**config.mk**
```make
export PLATFORM = sky130hd
export DESIGN_NAME = apb_rf_slave
export DESIGN_NICKNAME = d
export VERILOG_FILES = /design/src/rtl/apb_rf_pkg.sv /design/src/rtl/apb_addr_decode.sv /design/src/rtl/apb_rf_slave.sv
export SDC_FILE = /design/constraint.sdc
export NUM_CORES = 1
export LEC_CHECK = 0
export ABC_CLOCK_PERIOD_IN_PS = 2700
export BUFFER_PORTS_ARGS = -buffer_cell sky130_fd_sc_hd__buf_2
export CAP_MARGIN = 20
export CORE_MARGIN = 2
export CORE_UTILIZATION = 45
export CTS_CLUSTER_DIAMETER = 50
export CTS_CLUSTER_SIZE = 30
export DETAILED_ROUTE_END_ITERATION = 10
export GPL_ROUTABILITY_DRIVEN = 0
export PLACE_DENSITY_LB_ADDON = 0.12
export SLEW_MARGIN = 10
export SYNTH_ARGS = -nofsm -noshare
export SYNTH_HDL_FRONTEND = slang
export SYNTH_HIERARCHICAL = 1
export SYNTH_SLANG_ARGS = --single-unit
```
**constraint.sdc**
```tcl
create_clock -name clk_i -period 2.7 [get_ports clk_i]
set_clock_uncertainty 0.15 [all_clocks]
set_input_delay 0.135 -clock clk_i [delete_from_list [all_inputs] [get_ports clk_i]]
set_output_delay 0.135 -clock clk_i [all_outputs]
set_load 0.005 [all_outputs]
```
**src/rtl/apb_rf_pkg.sv**
```systemverilog
// Shared types, error-cause codes and width helpers for the APB register-file completer.
package apb_rf_pkg;

   typedef enum logic [1:0] {
      ST_IDLE = 2'd0,
      ST_REQ  = 2'd1,
      ST_RESP = 2'd2
   } state_e;

   localparam logic [1:0] ERR_NONE   = 2'd0;
   localparam logic [1:0] ERR_DECODE = 2'd1;
   localparam logic [1:0] ERR_ALIGN  = 2'd2;
   localparam logic [1:0] ERR_BUSY   = 2'd3;

   // Number of byte strobes for a given data width.
   function automatic int unsigned calc_sw(input int unsigned bus_width);
      return bus_width / 8;
   endfunction

   // Target-index width; a single target still needs one bit.
   function automatic int unsigned calc_tw(input int unsigned ntargets);
      return (ntargets > 1) ? $clog2(ntargets) : 1;
   endfunction

endpackage

```
**src/rtl/apb_addr_decode.sv**
```systemverilog
// Combinational address decode: region select, offset, error and no-op classification.
module apb_addr_decode
   import apb_rf_pkg::*;
#(
   parameter int unsigned ADDR_WIDTH = 16,
   parameter int unsigned NTARGETS   = 4,
   parameter int unsigned REGION_AW  = 12,
   parameter int unsigned SW         = 4,
   parameter int unsigned TW         = 2
) (
   input  logic [ADDR_WIDTH-1:0] paddr,
   input  logic                  pwrite,
   input  logic [SW-1:0]         pstrb,
   input  logic                  busy,
   output logic [TW-1:0]         tgt,
   output logic [REGION_AW-1:0]  offset,
   output logic                  err,
   output logic                  nop
);

   localparam int unsigned HI = REGION_AW + TW;

   logic [1:0] cause;

   // Classify the access; decode faults take priority over alignment and busy rejection.
   always_comb begin
      tgt    = paddr[REGION_AW +: TW];
      offset = paddr[REGION_AW-1:0];
      cause  = ERR_NONE;
      if (((paddr >> HI) != '0) || (32'(tgt) >= NTARGETS)) begin
         cause = ERR_DECODE;
      end else if ((paddr & ADDR_WIDTH'(SW - 1)) != '0) begin
         cause = ERR_ALIGN;
      end else if (pwrite && busy && (tgt != '0)) begin
         cause = ERR_BUSY;
      end
      err = (cause != ERR_NONE);
      nop = !err && pwrite && (pstrb == '0);
   end

endmodule

```
**src/rtl/apb_rf_slave.sv**
```systemverilog
// APB4 completer bridging host accesses to single-beat req/ack register-file targets.
module apb_rf_slave
   import apb_rf_pkg::*;
#(
   parameter int unsigned  BUS_WIDTH   = 32,
   parameter int unsigned  ADDR_WIDTH  = 16,
   parameter int unsigned  NTARGETS    = 4,
   parameter int unsigned  REGION_AW   = 12,
   parameter int unsigned  TIMEOUT_CYC = 16,
   parameter int unsigned  ERR_CNT_W   = 8,
   localparam int unsigned SW          = calc_sw(BUS_WIDTH),
   localparam int unsigned TW          = calc_tw(NTARGETS)
) (
   input  logic                  clk_i,
   input  logic                  rst_ni,
   input  logic                  psel_i,
   input  logic                  penable_i,
   input  logic                  pwrite_i,
   input  logic [SW-1:0]         pstrb_i,
   input  logic [BUS_WIDTH-1:0]  pwdata_i,
   input  logic [ADDR_WIDTH-1:0] paddr_i,
   output logic                  pready_o,
   output logic                  pslverr_o,
   output logic [BUS_WIDTH-1:0]  prdata_o,
   input  logic                  busy_i,
   output logic                  rf_req_o,
   output logic                  rf_we_o,
   output logic [TW-1:0]         rf_tgt_o,
   output logic [REGION_AW-1:0]  rf_addr_o,
   output logic [SW-1:0]         rf_be_o,
   output logic [BUS_WIDTH-1:0]  rf_wdata_o,
   input  logic                  rf_ack_i,
   input  logic [BUS_WIDTH-1:0]  rf_rdata_i,
   input  logic                  rf_err_i,
   output logic [ERR_CNT_W-1:0]  err_cnt_o
);

   localparam int unsigned CW = $clog2(TIMEOUT_CYC + 1);

   state_e                state, state_nxt;
   logic [CW-1:0]         tmo_cnt, tmo_cnt_nxt;
   logic                  drop, drop_nxt, drop_now;
   logic                  pready_nxt, pslverr_nxt, rf_req_nxt, rf_we_nxt;
   logic [BUS_WIDTH-1:0]  prdata_nxt, rf_wdata_nxt;
   logic [TW-1:0]         rf_tgt_nxt;
   logic [REGION_AW-1:0]  rf_addr_nxt;
   logic [SW-1:0]         rf_be_nxt;
   logic [ERR_CNT_W-1:0]  err_cnt_nxt;

   logic [TW-1:0]         dec_tgt;
   logic [REGION_AW-1:0]  dec_offset;
   logic                  dec_err, dec_nop;

   apb_addr_decode #(
      .ADDR_WIDTH (ADDR_WIDTH),
      .NTARGETS   (NTARGETS),
      .REGION_AW  (REGION_AW),
      .SW         (SW),
      .TW         (TW)
   ) u_decode (
      .paddr  (paddr_i),
      .pwrite (pwrite_i),
      .pstrb  (pstrb_i),
      .busy   (busy_i),
      .tgt    (dec_tgt),
      .offset (dec_offset),
      .err    (dec_err),
      .nop    (dec_nop)
   );

   // State register and registered outputs; synchronous reset abandons any transfer.
   always_ff @(posedge clk_i) begin
      if (!rst_ni) begin
         state      <= ST_IDLE;
         tmo_cnt    <= '0;
         drop       <= 1'b0;
         pready_o   <= 1'b0;
         pslverr_o  <= 1'b0;
         prdata_o   <= '0;
         rf_req_o   <= 1'b0;
         rf_we_o    <= 1'b0;
         rf_tgt_o   <= '0;
         rf_addr_o  <= '0;
         rf_be_o    <= '0;
         rf_wdata_o <= '0;
         err_cnt_o  <= '0;
      end else begin
         state      <= state_nxt;
         tmo_cnt    <= tmo_cnt_nxt;
         drop       <= drop_nxt;
         pready_o   <= pready_nxt;
         pslverr_o  <= pslverr_nxt;
         prdata_o   <= prdata_nxt;
         rf_req_o   <= rf_req_nxt;
         rf_we_o    <= rf_we_nxt;
         rf_tgt_o   <= rf_tgt_nxt;
         rf_addr_o  <= rf_addr_nxt;
         rf_be_o    <= rf_be_nxt;
         rf_wdata_o <= rf_wdata_nxt;
         err_cnt_o  <= err_cnt_nxt;
      end
   end

   // Next-state and next-output logic.
   always_comb begin
      state_nxt    = state;
      tmo_cnt_nxt  = tmo_cnt;
      drop_nxt     = drop;
      drop_now     = drop | ~psel_i;
      pready_nxt   = 1'b0;
      pslverr_nxt  = 1'b0;
      prdata_nxt   = '0;
      rf_req_nxt   = 1'b0;
      rf_we_nxt    = rf_we_o;
      rf_tgt_nxt   = rf_tgt_o;
      rf_addr_nxt  = rf_addr_o;
      rf_be_nxt    = rf_be_o;
      rf_wdata_nxt = rf_wdata_o;
      err_cnt_nxt  = err_cnt_o;

      unique case (state)
         ST_IDLE: begin
            if (psel_i && !penable_i) begin
               rf_we_nxt    = pwrite_i;
               rf_tgt_nxt   = dec_tgt;
               rf_addr_nxt  = dec_offset;
               rf_be_nxt    = pwrite_i ? pstrb_i : '1;
               rf_wdata_nxt = pwdata_i;
               tmo_cnt_nxt  = '0;
               drop_nxt     = 1'b0;
               if (dec_err) begin
                  state_nxt   = ST_RESP;
                  pready_nxt  = 1'b1;
                  pslverr_nxt = 1'b1;
               end else if (dec_nop) begin
                  state_nxt  = ST_RESP;
                  pready_nxt = 1'b1;
               end else begin
                  state_nxt  = ST_REQ;
                  rf_req_nxt = 1'b1;
               end
            end
         end
         ST_REQ: begin
            if (rf_ack_i) begin
               if (drop_now) begin
                  state_nxt = ST_IDLE;
               end else begin
                  state_nxt   = ST_RESP;
                  pready_nxt  = 1'b1;
                  pslverr_nxt = rf_err_i;
                  if (!rf_we_o && !rf_err_i) begin
                     prdata_nxt = rf_rdata_i;
                  end
               end
            end else if (tmo_cnt == CW'(TIMEOUT_CYC - 1)) begin
               if (drop_now) begin
                  state_nxt = ST_IDLE;
               end else begin
                  state_nxt   = ST_RESP;
                  pready_nxt  = 1'b1;
                  pslverr_nxt = 1'b1;
               end
            end else begin
               rf_req_nxt  = 1'b1;
               tmo_cnt_nxt = tmo_cnt + CW'(1);
               drop_nxt    = drop_now;
            end
         end
         ST_RESP: begin
            state_nxt = ST_IDLE;
         end
         default: begin
            state_nxt = ST_IDLE;
         end
      endcase

      if (pslverr_nxt && (err_cnt_o != '1)) begin
         err_cnt_nxt = err_cnt_o + ERR_CNT_W'(1);
      end
   end

endmodule

```
### After elaboration in Yosys (flattened, before gate mapping)

Cells that the tools add are included.

| operators by class | value |
|---|---|
| add/subtract/negate cells | 2 |
| multiply operators | 0 |
| divide/modulo/power cells | 0 |
| $lt $le $gt $ge | 0 |
| equal/unequal tests | 7 |
| shift operators | 0 |
| mux-type cells | 37 |
| bitwise logic cells | 6 |
| reduce and logical (&&, ||, !) cells | 22 |

Operator list:

| kind | count |
|---|---|
| $reduce_bool 16->1 | 2 |
| $mux 1 | 18 |
| $mux 2 | 9 |
| $mux 5 | 3 |
| $pmux 5 s2 | 1 |
| $add 8x1->8 const B | 1 |
| $ne 8x8->1 const B | 1 |
| $pmux 1 s2 | 4 |
| $logic_and 1x1->1 | 7 |
| $ne 2x2->1 const B | 3 |
| $reduce_bool 2->1 | 3 |
| $add 5x1->5 const B | 1 |
| $eq 5x4->1 const B | 1 |
| $not 1->1 | 5 |
| $reduce_or 5->1 | 1 |
| $logic_not 1->1 | 4 |
| $logic_not 4->1 | 1 |
| $mux 4 | 1 |
| $pmux 2 s2 | 1 |
| $reduce_and 2->1 | 2 |
| $reduce_and 4->1 | 1 |
| $ne 3x3->1 const B | 1 |
| $eq 2x1->1 const B | 1 |
| $logic_not 2->1 | 1 |
| $or 1x1->1 | 1 |

| word-level totals | value |
|---|---|
| flip-flop bits (word level) | 102 |
| latch bits | 0 |
| memory bits (writable) | 0 |
| bits in read-only memories | 0 |
| input bits | 92 |
| logic and storage cells | 87 |
| memories kept | 0 |

### Depth between registers and ports, before layout

Gate-level depths: netlist (run 1).

| depth | value |
|---|---|
| depth after elaboration | 13 |
| depth in mapped cells | 8 |

### Cells and area by module

Netlist (run 1), hierarchy kept.

By module, submodules not included:

| module | times used | cells an instance | area each (um^2) |
|---|---|---|---|
| apb_rf_slave | 1 | 389 | 3482.1 |
| apb_addr_decode | 1 | 19 | 143.9 |

### Worst setup path before layout (run 1)

No wires, ideal clock.

| timing | value |
|---|---|
| kind | reg-to-reg |
| start point | register tmo_cnt[0] |
| end point | register tmo_cnt[3] |
| library setup time | 0.114 ns |
| arrival | 1.931 ns |
| setup slack | 0.505 ns |
| stages on the path, launching flop included | 8 |
| buffers on the path | 0 |
| cell sequence | dfxtp_1 > ha_1 > and3_1 > ha_1 > nor4b_1 > nand4_1 > xor2_1 > nor2_1 |

| on the way | value |
|---|---|
| word-level cells in the longest chain between the ends | 4 |
| elaborated cells on any way between the ends | 7 |
| those cells by class | add/sub: 1; eq/ne: 2; mux: 3; reduce/logical: 1 |

RTL lines:

| element | line | text |
|---|---|---|
| from (decl) | apb_rf_slave.sv:41 | `logic [CW-1:0] tmo_cnt, tmo_cnt_nxt;` |
| from (signal assigned) | apb_rf_slave.sv:89 | `tmo_cnt <= tmo_cnt_nxt;` |
| $add 5x1->5 | apb_rf_slave.sv:166 | `tmo_cnt_nxt = tmo_cnt + CW'(1);` |
| $mux 5 | apb_rf_slave.sv:156 | `end else if (tmo_cnt == CW'(TIMEOUT_CYC - 1)) begin` |
| $mux 5 | apb_rf_slave.sv:145 | `if (rf_ack_i) begin` |
| $pmux 5 s2 | apb_rf_slave.sv:121 | `unique case (state)` |

Parallel ways exist; a longest one is shown, timed or not. The select of a mux whose other input is x is not followed.
A chain may end at the register's enable or synchronous reset.

### Final worst setup path (run 1)

| timing | value |
|---|---|
| start point | register state[1] |
| end point | register rf_be_o[1] |

| on the way | value |
|---|---|
| word-level cells in the longest chain between the ends | 2 |

RTL lines:

| element | line | text |
|---|---|---|
| from (decl) | apb_rf_slave.sv:40 | `state_e state, state_nxt;` |
| from (signal assigned) | apb_rf_slave.sv:88 | `state <= state_nxt;` |
| $logic_not 2->1 | apb_rf_slave.sv:121 |  |
| $reduce_and 2->1 (no source line) | n/a |  |
| to (signal assigned) | apb_rf_slave.sv:98 | `rf_be_o <= rf_be_nxt;` |
| to (decl) | apb_rf_slave.sv:30 | `output logic [SW-1:0] rf_be_o,` |

Every way passes these cells.

==> impl_metrics.csv, run 1 <==
group,metric,value,unit
final_layout,utilization,72.55,%
floorplan,core_area,7767,sq um
min_path,whs_path_depth,4,
cts,clock_latency,350,ps
critical_path,cp.required,2850,ps
synthesis,yosys.area.top_type,"dfxtp_1",
critical_path,cp_cell_sequence,"nor4b_4 -> buf_4 -> nor2_1 -> a311oi_1 -> dlygate4sd3_1",
floorplan,boundaryPins,186,
timing,hold_violations,0,
critical_path,path_class,"reg2reg",
final_layout,antenna_cells,0,
global_route,overflow,0,
critical_path,cp.arrival,2580,ps
pwr,powerDensity,500.6,nW/um^2
min_path,hold_class,"in2reg",
synthesis,netlist_area,3626,sq um
final_layout,fin_nets,756,
drt,drc,0,
timing,fin_crit,2433,ps
timing,fin_crit_sh,90.10,%
timing,fin_ws,267.2,ps
pwr,irDropWorstVdd,0.2808,mV
drt,vias,3721,
synthesis,yosys.area.top_type_share,56.31,%
critical_path,crit_path_top_delay_cell,"dlygate4sd3_1",
synthesis,synth_area_leaders,"dfxtp_1 (56%), nand2_1 (11%), a21oi_1 (8.0%), and3_1 (5.7%), buf_4 (2.9%)",
cts,cts_buffer_depth,2,
cts,cts.clk_slew.worst_paths,100,ps
final_layout,syn_to_final_growth,55.42,%
synthesis,synth_nets,503,
global_route,first_global_vias,3548,
cts,cts_resized,0,
cts,cts_inserted_buffers,9,
flow_run,cap_violations,0,
drt,ant_nets,0,
timing,slew_violations,0,
critical_path,slowest_delay,570,ps
timing,setup_violations,0,
critical_path,setup.worst_path.end_class,"flip-flop",
drt,post_drt_wl_per_cell,13.91,um
cts,post_cts_buffers,0,
synthesis,avgSynthCellArea,8.887,sq um
pwr,p_leak,2.737,nW
floorplan,die_area,8792,sq um
synthesis,yosysWarnings,6,
timing,fin_tns_setup,0,ps
timing,tightest_slew,743.0,ps
global_route,grt_pass1_wl,16640,um
drt,drt_iter0_drc,109,
synthesis,synth_seq_area_share,56.31,%
timing,rsz0062_at_grt,"no",
synthesis,yosysMostFrequentCell,"nand2_1",
global_route,grt_usage,23.64,%
synthesis,synth_common_cells,"nand2_1 (103), dfxtp_1 (102), a21oi_1 (58)",
floorplan,start_util,46.68,%
synthesis,synthArstFlopShare,0,%
place,io_buffers,185,
final_layout,fillCellCount,594,
cts,tritoncts,"yes",
global_route,grt_max_degree,62,
drt,viasPerCell,4.845,
synthesis,synthCells,408,
status,outcome,"complete, no violations",
critical_path,worst_setup_path_start_kind,"flip-flop",
synthesis,synth_edf_count,0,
floorplan,placementRows,32,
critical_path,cp_max_fo,58,
critical_path,r2r_cells,5,
cts,clock-root-buffer,"clkbuf_8",
drt,drt_wl_total,10690,um
floorplan,die_w,93.77,um
final_layout,drive_gt1_share,32.58,%
global_route,antenna_found_initial,0,
synthesis,ys_seq_elements,102,
cts,hold_buffers,89,
pwr,total_power,2.821,mW
drt,drt_pass1_iterations,4,
place,place_ws,553.7,ps
place,dpl.hpwl,6420,um
floorplan,die_y,93.77,um
cts,htree_levels,3,
timing,slew_headroom,50.06,%
timing,fmax,411.0,MHz
synthesis,synthFlopType,"dfxtp_1",
cts,cts_num_sinks,102,
synthesis,yosysUniqueCellTypes,34,
report_power, final:
| group | internal, mW | total [mW] | switching [mW] |
|---|---|---|---|
| logic | 0.198 | 0.352 | 0.154 |
| registers | 1.54 | 1.57 | 0.0212 |
| clock network | 0.358 | 0.903 | 0.545 |
| total | 2.10 | 2.82 | 0.720 |
per-layer routing:
layer	GRT usage [%]	wire, um
met2	42.38	5269
met1	27.59	4456
met4	7.729	200
met3	5.618	759
met5	0	0
area by class of cell:
| type | count | area [sq um] | share of cell area (%) |
|---|---|---|---|
| sequential | 102 | 2042 | 36.23 |
| clock inverter | 7 | 65.06 | 1.155 |
| multi-input combinational | 257 | 1358 | 24.09 |
| inverter | 10 | 37.54 | 0.6661 |
| clock buffer | 9 | 123.9 | 2.198 |
| timing repair buffer | 281 | 1882 | 33.39 |
| tap | 102 | 127.6 | 2.265 |
cell families after synthesis:
logic type	after synthesis	share of synthesized area [%]
flops	102	56.31
buf+inv	49	6.625
mux	2	0.5521
compound gates	75	11.80
simple gates	175	23.19
fa+ha+maj	3	1.035
xor+xnor	2	0.4832
flip-flops by register name, summed over array words and instances (netlist names), 2 cells and up:
| signal | cells |
|---|---|
| rf_be_o | 4 |
| prdata_o | 32 |
| err_cnt_o | 8 |
| rf_wdata_o | 32 |
| state | 2 |
| tmo_cnt | 5 |
| rf_tgt_o | 2 |
| rf_addr_o | 12 |
final timing paths:
check	startpoint	to	slack (ps)
setup / recovery	state[1]$_SDFFE_PN0P_	rf_be_o[1]$_SDFFE_PN0P_	270
hold / removal	rf_ack_i	pready_o$_SDFF_PN0_	80
setup reg to reg	state[1]$_SDFFE_PN0P_	rf_be_o[1]$_SDFFE_PN0P_	270
hold reg to reg	rf_addr_o[3]$_SDFFE_PN0P_	rf_addr_o[3]$_SDFFE_PN0P_	300
metrics by stage:
step | cell area [sq um] | instances | hold WS [ps]
after global placement | 4556 | 663 | 208.3
after floorplan | 3626 | 408 | 93.76
after global routing | 5635 | 768 | 96.59
final | 5635 | 768 | 82.35
after CTS | 5635 | 768 | 72.27
after detailed placement | 4556 | 663 | 212.1
layout by cell type, fill, tap and decap left out, types with 3 or more instances in the layout:
cell	count
o31ai_1	4
buf_2	185
a311oi_1	4
a21oi_1	58
clkbuf_8	9
inv_1	9
buf_4	6
dfxtp_1	102
nand2_1	103
or4_1	3
ha_1	3
and3_1	33
o21ai_0	3
dlygate4sd3_1	89
nor2_1	14
worst max-delay path: cells and delay by family, from the launching register on:
kind            cells  cell delay [ps]
buf+inv             2             1100
simple gates        2              430
flops               1              400
compound gates      1              260
Note: power is estimated with default switching activity, not from simulation.
==> inputs of run 2 (changes only) <==
- CTS_BUF_LIST: not set -> sky130_fd_sc_hd__clkbuf_2
==> impl_metrics.csv, run 2 (synthesized netlist as in run 1, its figures left out) <==
group,metric,value,unit
status,outcome,"complete, no violations",
final_layout,syn_to_final_growth,54.90,%
cts,htree_levels,3,
critical_path,cp_max_fo,58,
global_route,antenna_found_initial,0,
floorplan,start_util,46.68,%
place,io_buffers,185,
cts,clock-root-buffer,"clkbuf_2",
timing,setup_violations,0,
place,dp_cells,663,
place,place_ws,553.7,ps
global_route,overflow,0,
global_route,grt_max_degree,62,
timing,fin_crit_sh,91.94,%
drt,vias,3732,
floorplan,die_y,93.77,um
timing,fin_ws,217.8,ps
flow_run,cap_violations,0,
drt,ant_nets,0,
critical_path,worst_setup_path_start_kind,"flip-flop",
min_path,whs_path_depth,5,
timing,rsz0062_at_grt,"no",
place,dpl.hpwl,6420,um
floorplan,die_w,93.77,um
timing,fmax,402.9,MHz
critical_path,r2r_cells,5,
cts,tritoncts,"yes",
drt,post_drt_wl_per_cell,13.73,um
timing,fin_tns_setup,0,ps
floorplan,core_area,7767,sq um
cts,cts_num_sinks,102,
cts,cts_inserted_buffers,9,
timing,holdWs,69.45,ps
cts,cts_buffer_depth,2,
global_route,grt_pass1_wl,16500,um
pwr,irDropWorstVdd,0.3090,mV
place,dpl-instance-area,4556,sq um
cts,cts.clk_slew.worst_paths,280,ps
global_route,grt_usage,23.53,%
floorplan,placementRows,32,
final_layout,multiInputGateArea,1358,sq um
drt,viasPerCell,4.822,
critical_path,cp.arrival,2840,ps
final_layout,fillCellCount,599,
floorplan,boundaryPins,186,
drt,drt_iter0_drc,130,
final_layout,regArea,2042,sq um
pwr,powerDensity,464.8,nW/um^2
timing,slew_violations,0,
timing,slew_headroom,49.42,%
final_layout,final_cell_mix,"buf_2 (185), nand2_1 (103), dfxtp_1 (102), dlygate4sd3_1 (95), a21oi_1 (58)",
timing,hold_violations,0,
final_layout,finalNonFillerCells,774,
floorplan,die_area,8792,sq um
min_path,hold_class,"in2reg",
pwr,p_leak,2.735,nW
final_layout,antenna_cells,0,
timing,fin_crit,2482,ps
global_route,first_global_vias,3521,
final_layout,drive_gt1_share,32.29,%
critical_path,path_class,"reg2reg",
drt,drt_pass1_iterations,6,
critical_path,setup.worst_path.end_class,"flip-flop",
drt,drt_wl_total,10620,um
final_layout,reg.largest.list,"prdata_o: 32 flops, rf_wdata_o: 32 flops, rf_addr_o: 12 flops",
drt,drc,0,
final_layout,final_common_cell,"buf_2",
cts,clock_latency,540,ps
final_layout,final_area,5617,sq um
critical_path,cp.required,3060,ps
timing,tightest_slew,752.4,ps
final_layout,fin_nets,762,
==> run 2: changes by cell type in the layout (fill, tap and decap cells not counted) <==
cell / change
clkbuf_8: -9
dlygate4sd3_1: +6
clkbuf_2: +9
==> run 2: repair_timing <==
| item | CTS | global route |
|---|---|---|
| hold buffers | 94 | 1 |
| buffers inserted | 0 | 0 |
| hold endpoints to repair | 98 | 1 |
| gates resized for setup | 0 | 0 |
==> run 2: worst max-delay path: stages (launching register included) <==
cell and delay, ps:
dfxtp_1 460, nor4b_4 350, buf_4 530, nor2_1 80, a311oi_1 270, dlygate4sd3_1 580
==> run 2: cell type report <==
type	count	share of cell area, %
clock buffer	9	0.8020
clock inverter	7	1.158
inverter	10	0.6683
multi-input combinational	257	24.17
sequential	102	36.36
tap	102	2.272
timing repair buffer	287	34.57
==> run 2: final timing paths <==
| check | slack, ps | endpoint | from |
|---|---|---|---|
| setup / recovery | 220 | rf_be_o[0]$_SDFFE_PN0P_ | state[1]$_SDFFE_PN0P_ |
| setup reg to reg | 220 | rf_be_o[0]$_SDFFE_PN0P_ | state[1]$_SDFFE_PN0P_ |
| hold / removal | 70 | pslverr_o$_SDFF_PN0_ | rf_err_i |
| hold reg to reg | 320 | rf_addr_o[3]$_SDFFE_PN0P_ | rf_addr_o[3]$_SDFFE_PN0P_ |
==> run 2: per-layer routing <==
metal / wire length, um / vias to the layer above / track usage [%] / share of wire, %
met5: 0 / - / 0 / 0
met2: 5211 / 141 / 41.13 / 49
li1: - / 1887 / - / -
met3: 745 / 16 / 5.698 / 7.0
met1: 4452 / 1688 / 27.89 / 42
met4: 214 / 0 / 8.696 / 2.0
==> run 2: through the flow <==
| stage | power, mW | util, % |
|---|---|---|
| 2_1_floorplan | 1.719 | - |
| 4_1_cts | 2.632 | 72.18 |
| 5_1_grt | 2.732 | 72.31 |
| 3_3_place_gp | 1.839 | 58.65 |
| 6_report | 2.611 | 72.31 |
| 3_5_place_dp | 1.844 | 58.65 |
==> run 2: report_power, final <==
part	switching [mW]	internal, mW
clock network	0.532	0.147
registers	0.0212	1.55
logic	0.155	0.203
total	0.708	1.90
